--- config.mk ---
export PLATFORM = sky130hd
export DESIGN_NAME = fifo_ctrl
export DESIGN_NICKNAME = d
export VERILOG_FILES = /design/src/rtl/fifo_pkg.sv /design/src/rtl/fifo_wrap_cnt.sv /design/src/rtl/fifo_ctrl.sv
export SDC_FILE = /design/constraint.sdc
export NUM_CORES = 1
export LEC_CHECK = 0
export BUFFER_PORTS_ARGS = -buffer_cell sky130_fd_sc_hd__buf_2
export CAP_MARGIN = 20
export CORE_UTILIZATION = 35
export DETAILED_ROUTE_END_ITERATION = 10
export PLACE_DENSITY_LB_ADDON = 0.3
export SETUP_SLACK_MARGIN = 0.15
export SKIP_LAST_GASP = 1
export SYNTH_ARGS = -nofsm -noshare
export SYNTH_HDL_FRONTEND = slang
export SYNTH_HIERARCHICAL = 1
export SYNTH_SLANG_ARGS = --single-unit
export TNS_END_PERCENT = 5
--- constraint.sdc ---
create_clock -name clk_i -period 2.9 [get_ports clk_i]
set_clock_uncertainty 0.1 [all_clocks]
set_input_delay 0.58 -clock clk_i [delete_from_list [all_inputs] [get_ports clk_i]]
set_output_delay 0.58 -clock clk_i [all_outputs]
set_load 0.005 [all_outputs]
--- src/rtl/fifo_pkg.sv ---
// Shared definitions for the single-clock show-ahead FIFO.
// Provides:
//   DEF_AWIDTH / DEF_DWIDTH  default address and data widths
//   fifo_depth()             depth for a given address width (2**aw)
//   fifo_status_t            status bundle seen by producer and consumer
package fifo_pkg;

    localparam int DEF_AWIDTH = 4;
    localparam int DEF_DWIDTH = 8;

    function automatic int fifo_depth(input int aw);
        return 1 << aw;
    endfunction

    // usedw is one bit wider than the address so a full FIFO is representable.
    typedef struct packed {
        logic                  empty;
        logic                  full;
        logic                  almost_empty;
        logic                  almost_full;
        logic [DEF_AWIDTH:0]   usedw;
    } fifo_status_t;

endpackage

--- src/rtl/fifo_wrap_cnt.sv ---
// AWIDTH-bit pointer register with increment enable.
// Wraps naturally modulo 2**AWIDTH.
// Ports:
//   clk_i    clock, rising edge
//   rst_n_i  asynchronous active-low reset (pointer to 0)
//   inc_i    advance the pointer by one on the next edge
//   cnt_o    current pointer value
module fifo_wrap_cnt
    import fifo_pkg::*;
#(
    parameter int AWIDTH = DEF_AWIDTH
) (
    input  logic              clk_i,
    input  logic              rst_n_i,
    input  logic              inc_i,
    output logic [AWIDTH-1:0] cnt_o
);

    localparam logic [AWIDTH-1:0] ONE = AWIDTH'(1);

    always_ff @(posedge clk_i or negedge rst_n_i) begin
        if (!rst_n_i) begin
            cnt_o <= '0;
        end else if (inc_i) begin
            cnt_o <= cnt_o + ONE;
        end
    end

endmodule

--- src/rtl/fifo_ctrl.sv ---
// Pointer and flag controller for a single-clock show-ahead FIFO of depth
// 2**AWIDTH, driving a dual-port RAM with synchronous write / async read.
// Ports:
//   clk_i, rst_n_i        clock (rising edge), async active-low reset
//   wrreq_i, rdreq_i      producer write / consumer read requests
//   wren_o                RAM write enable (combinational: wrreq_i & ~full_o)
//   wrpntr_o, rdpntr_o    RAM write / read addresses
//   usedw_o               stored word count, 0..2**AWIDTH
//   empty_o, full_o       registered status flags
//   almost_full_o         usedw_o >= ALMOST_FULL_VALUE
//   almost_empty_o        usedw_o <  ALMOST_EMPTY_VALUE
//   ovf_o, udf_o          one-cycle pulses for rejected write / read
module fifo_ctrl
    import fifo_pkg::*;
#(
    parameter int AWIDTH             = DEF_AWIDTH,
    parameter int ALMOST_FULL_VALUE  = 12,
    parameter int ALMOST_EMPTY_VALUE = 4
) (
    input  logic              clk_i,
    input  logic              rst_n_i,
    input  logic              wrreq_i,
    input  logic              rdreq_i,
    output logic              wren_o,
    output logic [AWIDTH-1:0] wrpntr_o,
    output logic [AWIDTH-1:0] rdpntr_o,
    output logic [AWIDTH:0]   usedw_o,
    output logic              empty_o,
    output logic              full_o,
    output logic              almost_full_o,
    output logic              almost_empty_o,
    output logic              ovf_o,
    output logic              udf_o
);

    localparam int              DEPTH   = fifo_depth(AWIDTH);
    localparam logic [AWIDTH:0] DEPTH_V = (AWIDTH+1)'(DEPTH);
    localparam logic [AWIDTH:0] AF_V    = (AWIDTH+1)'(ALMOST_FULL_VALUE);
    localparam logic [AWIDTH:0] AE_V    = (AWIDTH+1)'(ALMOST_EMPTY_VALUE);
    localparam logic [AWIDTH:0] ONE     = (AWIDTH+1)'(1);
    localparam logic            AE_RST  = (ALMOST_EMPTY_VALUE > 0);
    localparam logic            AF_RST  = (ALMOST_FULL_VALUE == 0);

    if (AWIDTH < 1 || ALMOST_EMPTY_VALUE < 0 ||
        ALMOST_EMPTY_VALUE > ALMOST_FULL_VALUE ||
        ALMOST_FULL_VALUE > DEPTH) begin : g_param_check
        $error("fifo_ctrl: illegal AWIDTH / ALMOST_*_VALUE combination");
    end

    logic              wr_ok;
    logic              rd_ok;
    logic [AWIDTH:0]   usedw_nxt;

    assign wr_ok  = wrreq_i & ~full_o;
    assign rd_ok  = rdreq_i & ~empty_o;
    assign wren_o = wr_ok;

    // A simultaneous accepted read and write leaves the count unchanged.
    always_comb begin
        usedw_nxt = usedw_o;
        if (wr_ok && !rd_ok) begin
            usedw_nxt = usedw_o + ONE;
        end else if (rd_ok && !wr_ok) begin
            usedw_nxt = usedw_o - ONE;
        end
    end

    // Flags are registered from the next count so they line up with usedw_o.
    always_ff @(posedge clk_i or negedge rst_n_i) begin
        if (!rst_n_i) begin
            usedw_o        <= '0;
            empty_o        <= 1'b1;
            full_o         <= 1'b0;
            almost_full_o  <= AF_RST;
            almost_empty_o <= AE_RST;
            ovf_o          <= 1'b0;
            udf_o          <= 1'b0;
        end else begin
            usedw_o        <= usedw_nxt;
            empty_o        <= (usedw_nxt == '0);
            full_o         <= (usedw_nxt == DEPTH_V);
            almost_full_o  <= (usedw_nxt >= AF_V);
            almost_empty_o <= (usedw_nxt < AE_V);
            ovf_o          <= wrreq_i & full_o;
            udf_o          <= rdreq_i & empty_o;
        end
    end

    fifo_wrap_cnt #(.AWIDTH(AWIDTH)) u_wr_cnt (
        .clk_i   (clk_i),
        .rst_n_i (rst_n_i),
        .inc_i   (wr_ok),
        .cnt_o   (wrpntr_o)
    );

    fifo_wrap_cnt #(.AWIDTH(AWIDTH)) u_rd_cnt (
        .clk_i   (clk_i),
        .rst_n_i (rst_n_i),
        .inc_i   (rd_ok),
        .cnt_o   (rdpntr_o)
    );

endmodule

==> reports/metrics.csv <==
stage,metric,value,unit
sta,slew_headroom,0.719,
finish,final_util,0.441,
finish,final_cells,128,
synthesis,syn-cell-area,915,sq um
finish,drive_gt1_frac,0.439,
clocking,post_cts_buffers,0,
global_routing,grtUsageTotal,0.123,
job,maxCapViolCount,0,
routing,met3RoutedLength,91,um
routing,dr_wl_met2,656,um
global_routing,grt_pass1_wl,2.45,mm
place,place_ws,1.02,ns
floorplanning,chipHeight,53.1,um
power,p_seq_frac,0.444,
critical_path,rr_endpoint,empty_o,
synthesis,synth_cells,71,
power,power_frac_clock,0.112,
sta,worst_slack,1.13,ns
global_routing,grt_pass1_vias,547,
sta,hold_viol,0,
global_routing,grt_overflow,0,
synthesis,yosysWarnings,6,
critical_path,critPathSlowestCell,dfstp_2,
critical_path,r2r-start,empty_o,
routing,wirelength_met1,734,um
synthesis,syn_nets,79,
clocking,cts_buffers,3,
run_status,outcome,completed,
global_routing,antenna_found_initial,0,
synthesis,ys_types,31,
worst_hold_path,hold_path.class,in2async,
finish,n_antenna_cell,0,
synthesis,ys_ff_latch,19,
critical_path,crit_required,3.00,ns
clocking,cts_buffer_depth,2,
synthesis,synth_area_leader_cell,dfrtp_1,
routing,antenna_left,0,
routing,drtIter0Drc,1,
sta,period_needed,1.77,ns
critical_path,path_class,reg2reg,
clocking,cts_hold_buf,0,
sta,tightest_slew,0.422,ns
floorplanning,rows,18,
sta,fin_tns_setup,0,ns
floorplanning,io_pins,24,
synthesis,synth_top_area_share,0.465,
synthesis,seq_area_frac_synth,0.523,
power,ir_worst_vdd,0.000606,V
routing,post_drt_via_cell_ratio,4.79,
power,p_leak,0.528,nW
synthesis,synth_area_leaders,"dfrtp_1 47%, dfstp_2 5.7%, ha_1 5.5%",
clocking,insertion_delay,0.29,ns
finish,area_growth,19.6,%
floorplanning,floorplan.initialDensity,0.369,
clocking,cts.sinks,19,
critical_path,critPathCaptureType,flop,
global_routing,grt_max_degree,20,
power,p_sw,0.447,mW
power,p_per_area,1060,nW/um^2
place,dp.cells,124,
routing,vias,613,
place,hpwl,1.15,mm
critical_path,r2r_cells,6,
sta,rsz0062_at_grt,false,
floorplanning,die_w,53.1,um
clocking,clk_pin_slew,0.10,ns
clocking,cts_tree,done,
place,port_buffers,23,
power,p_sw_frac,0.387,
routing,drc,0,
critical_path,cp-endpoint,empty_o,
sta,finalSetupViolCount,0,
synthesis,syn_avg_cell_area,12.9,sq um
critical_path,arrival,1.87,ns
sta,maxSlewViolCount,0,
power,combPwrFrac,0.444,
routing,firstDrtPassIters,2,
finish,finalNetCount,107,
power,intPower,0.709,mW
floorplanning,core-area,2480,sq um
critical_path,crit_chain,nand2b_4 > inv_2 > nor2_2 > a22oi_4 > xnor2_2 > nor4_1,
critical_path,reg2reg_slack,1.13,ns
critical_path,critPathMaxStageDelay,0.56,ns
sta,fin_crit_sh,0.610,
clocking,h-tree-depth,1,
floorplanning,dieArea,2820,sq um
critical_path,cp_max_fo,8,
critical_path,worst_setup_path_start_kind,flop,
sta,max_freq,0.566,GHz
routing,wl_per_cell,11.7,um
critical_path,crit_start,empty_o,
clocking,cts.repair.resized,0,
routing,wl,1.49,mm
clocking,cts_root_buf,clkbuf_4,
place,gp_congestion,0.699,
routing,maxUsedRoutingLayer,met4,
## final cells by class
cell class                 instances  area, sq um
inverter                           4         20.0
tap                               30         37.5
fill                             246         1380
multi-input combinational         48          417
clock buffer                       4         26.3
timing repair buffer              23          115
sequential                        19          478
## power by group through the flow
stage	logic [mW]	clock network, mW	registers (mW)
6_report	0.514	0.129	0.513
2_1_floorplan	0.331	0	0.519
3_3_place_gp	0.511	0	0.519
3_5_place_dp	0.518	0	0.520
4_1_cts	0.521	0.138	0.515
5_1_grt	0.587	0.146	0.535
## registers in the layout, summed over array words and instances, names as in the netlist
name / flops
empty_o: 1
full_o: 1
udf_o: 1
u_wr_cnt/cnt_o: 4
ovf_o: 1
u_rd_cnt/cnt_o: 4
almost_empty_o: 1
almost_full_o: 1
usedw_o: 5
## worst min-delay path by stage
stage                            startpoint                end  cells past startpoint  slack [ns]
after global routing                rst_n_i  u_rd_cnt/cnt_o[2]                      1        0.12
after detailed placement  u_rd_cnt/cnt_o[3]  u_rd_cnt/cnt_o[3]                      1        0.36
after global placement    u_rd_cnt/cnt_o[3]  u_rd_cnt/cnt_o[3]                      1        0.36
after floorplan                     rst_n_i      almost_full_o                      0        0.18
final                               rst_n_i  u_rd_cnt/cnt_o[0]                      1        0.11
after CTS                           rst_n_i  u_rd_cnt/cnt_o[2]                      1        0.11
## cell families (layout without fill, tap and decap cells)
kind of cell             after synthesis  after routing  share of synthesized area
AND/OR/NAND/NOR                       23             23                      0.175
flip-flops                            19             19                      0.523
XOR/XNOR                              10             10                      0.120
AO/OA/AOI/OAI                          9              9                     0.0807
adder cells (fa/ha/maj)                4              4                     0.0547
buffers and inverters                  4             31                     0.0219
multiplexers                           2              2                     0.0246
## synthesized netlist by cell type
| cell type | instances |
|---|---|
| xor2_2 | 2 |
| nor2_4 | 1 |
| nand4_1 | 3 |
| dfstp_2 | 2 |
| mux2_2 | 2 |
| clkinv_4 | 1 |
| inv_1 | 2 |
| nand2b_4 | 2 |
| a21o_1 | 1 |
| o21ai_1 | 1 |
| nor2_2 | 1 |
| or3_1 | 1 |
| nor4b_2 | 1 |
| ha_1 | 4 |
| nand2_1 | 3 |
| xnor2_2 | 1 |
| nor4_1 | 2 |
| and2_1 | 2 |
| xor2_1 | 2 |
| nor2_1 | 2 |
| nor3_1 | 1 |
| nand2_4 | 1 |
| nand3_1 | 3 |
| a21oi_1 | 1 |
| a22oi_4 | 1 |
| o211ai_1 | 1 |
| inv_2 | 1 |
| xnor2_1 | 5 |
| dfrtp_1 | 17 |
| o21ai_0 | 3 |
| o22ai_2 | 1 |
## per-stage QoR
| step | hold slack [ns] | instance area (sq um) | power (mW) |
|---|---|---|---|
| finish | 0.106 | 1090 | 1.16 |
| global route | 0.124 | 1090 | 1.27 |
| CTS | 0.114 | 1090 | 1.17 |
| detailed placement | 0.363 | 1070 | 1.04 |
| global placement | 0.356 | 1070 | 1.03 |
| floorplan | 0.184 | 915 | 0.851 |
## metal layers
layer  vias to the layer above  global-route usage
met5                         -                   0
met4                         0              0.0395
met3                         2              0.0460
met2                        20               0.177
met1                       295               0.168
li1                        296                   -
## cells in the final DEF (no fill, tap or decap), types with 2 or more instances in the layout
cell type	netlist	layout
and2_1	2	2
nand3_1	3	3
xnor2_1	5	5
nor2_1	2	2
nor4_1	2	2
ha_1	4	4
mux2_2	2	2
nand2b_4	2	2
nand4_1	3	3
xor2_2	2	2
nand2_1	3	3
o21ai_0	3	3
buf_2	0	23
inv_1	2	2
dfstp_2	2	2
xor2_1	2	2
clkbuf_4	0	3
dfrtp_1	17	17
## critical path: cells and delay by family (launching register included)
family          cells  cell delay [ns]
simple gates        3             0.66
flops               1             0.56
xor+xnor            1             0.19
buf+inv             1             0.09
compound gates      1             0.08
No activity file was read; power rests on OpenSTA's default activity.
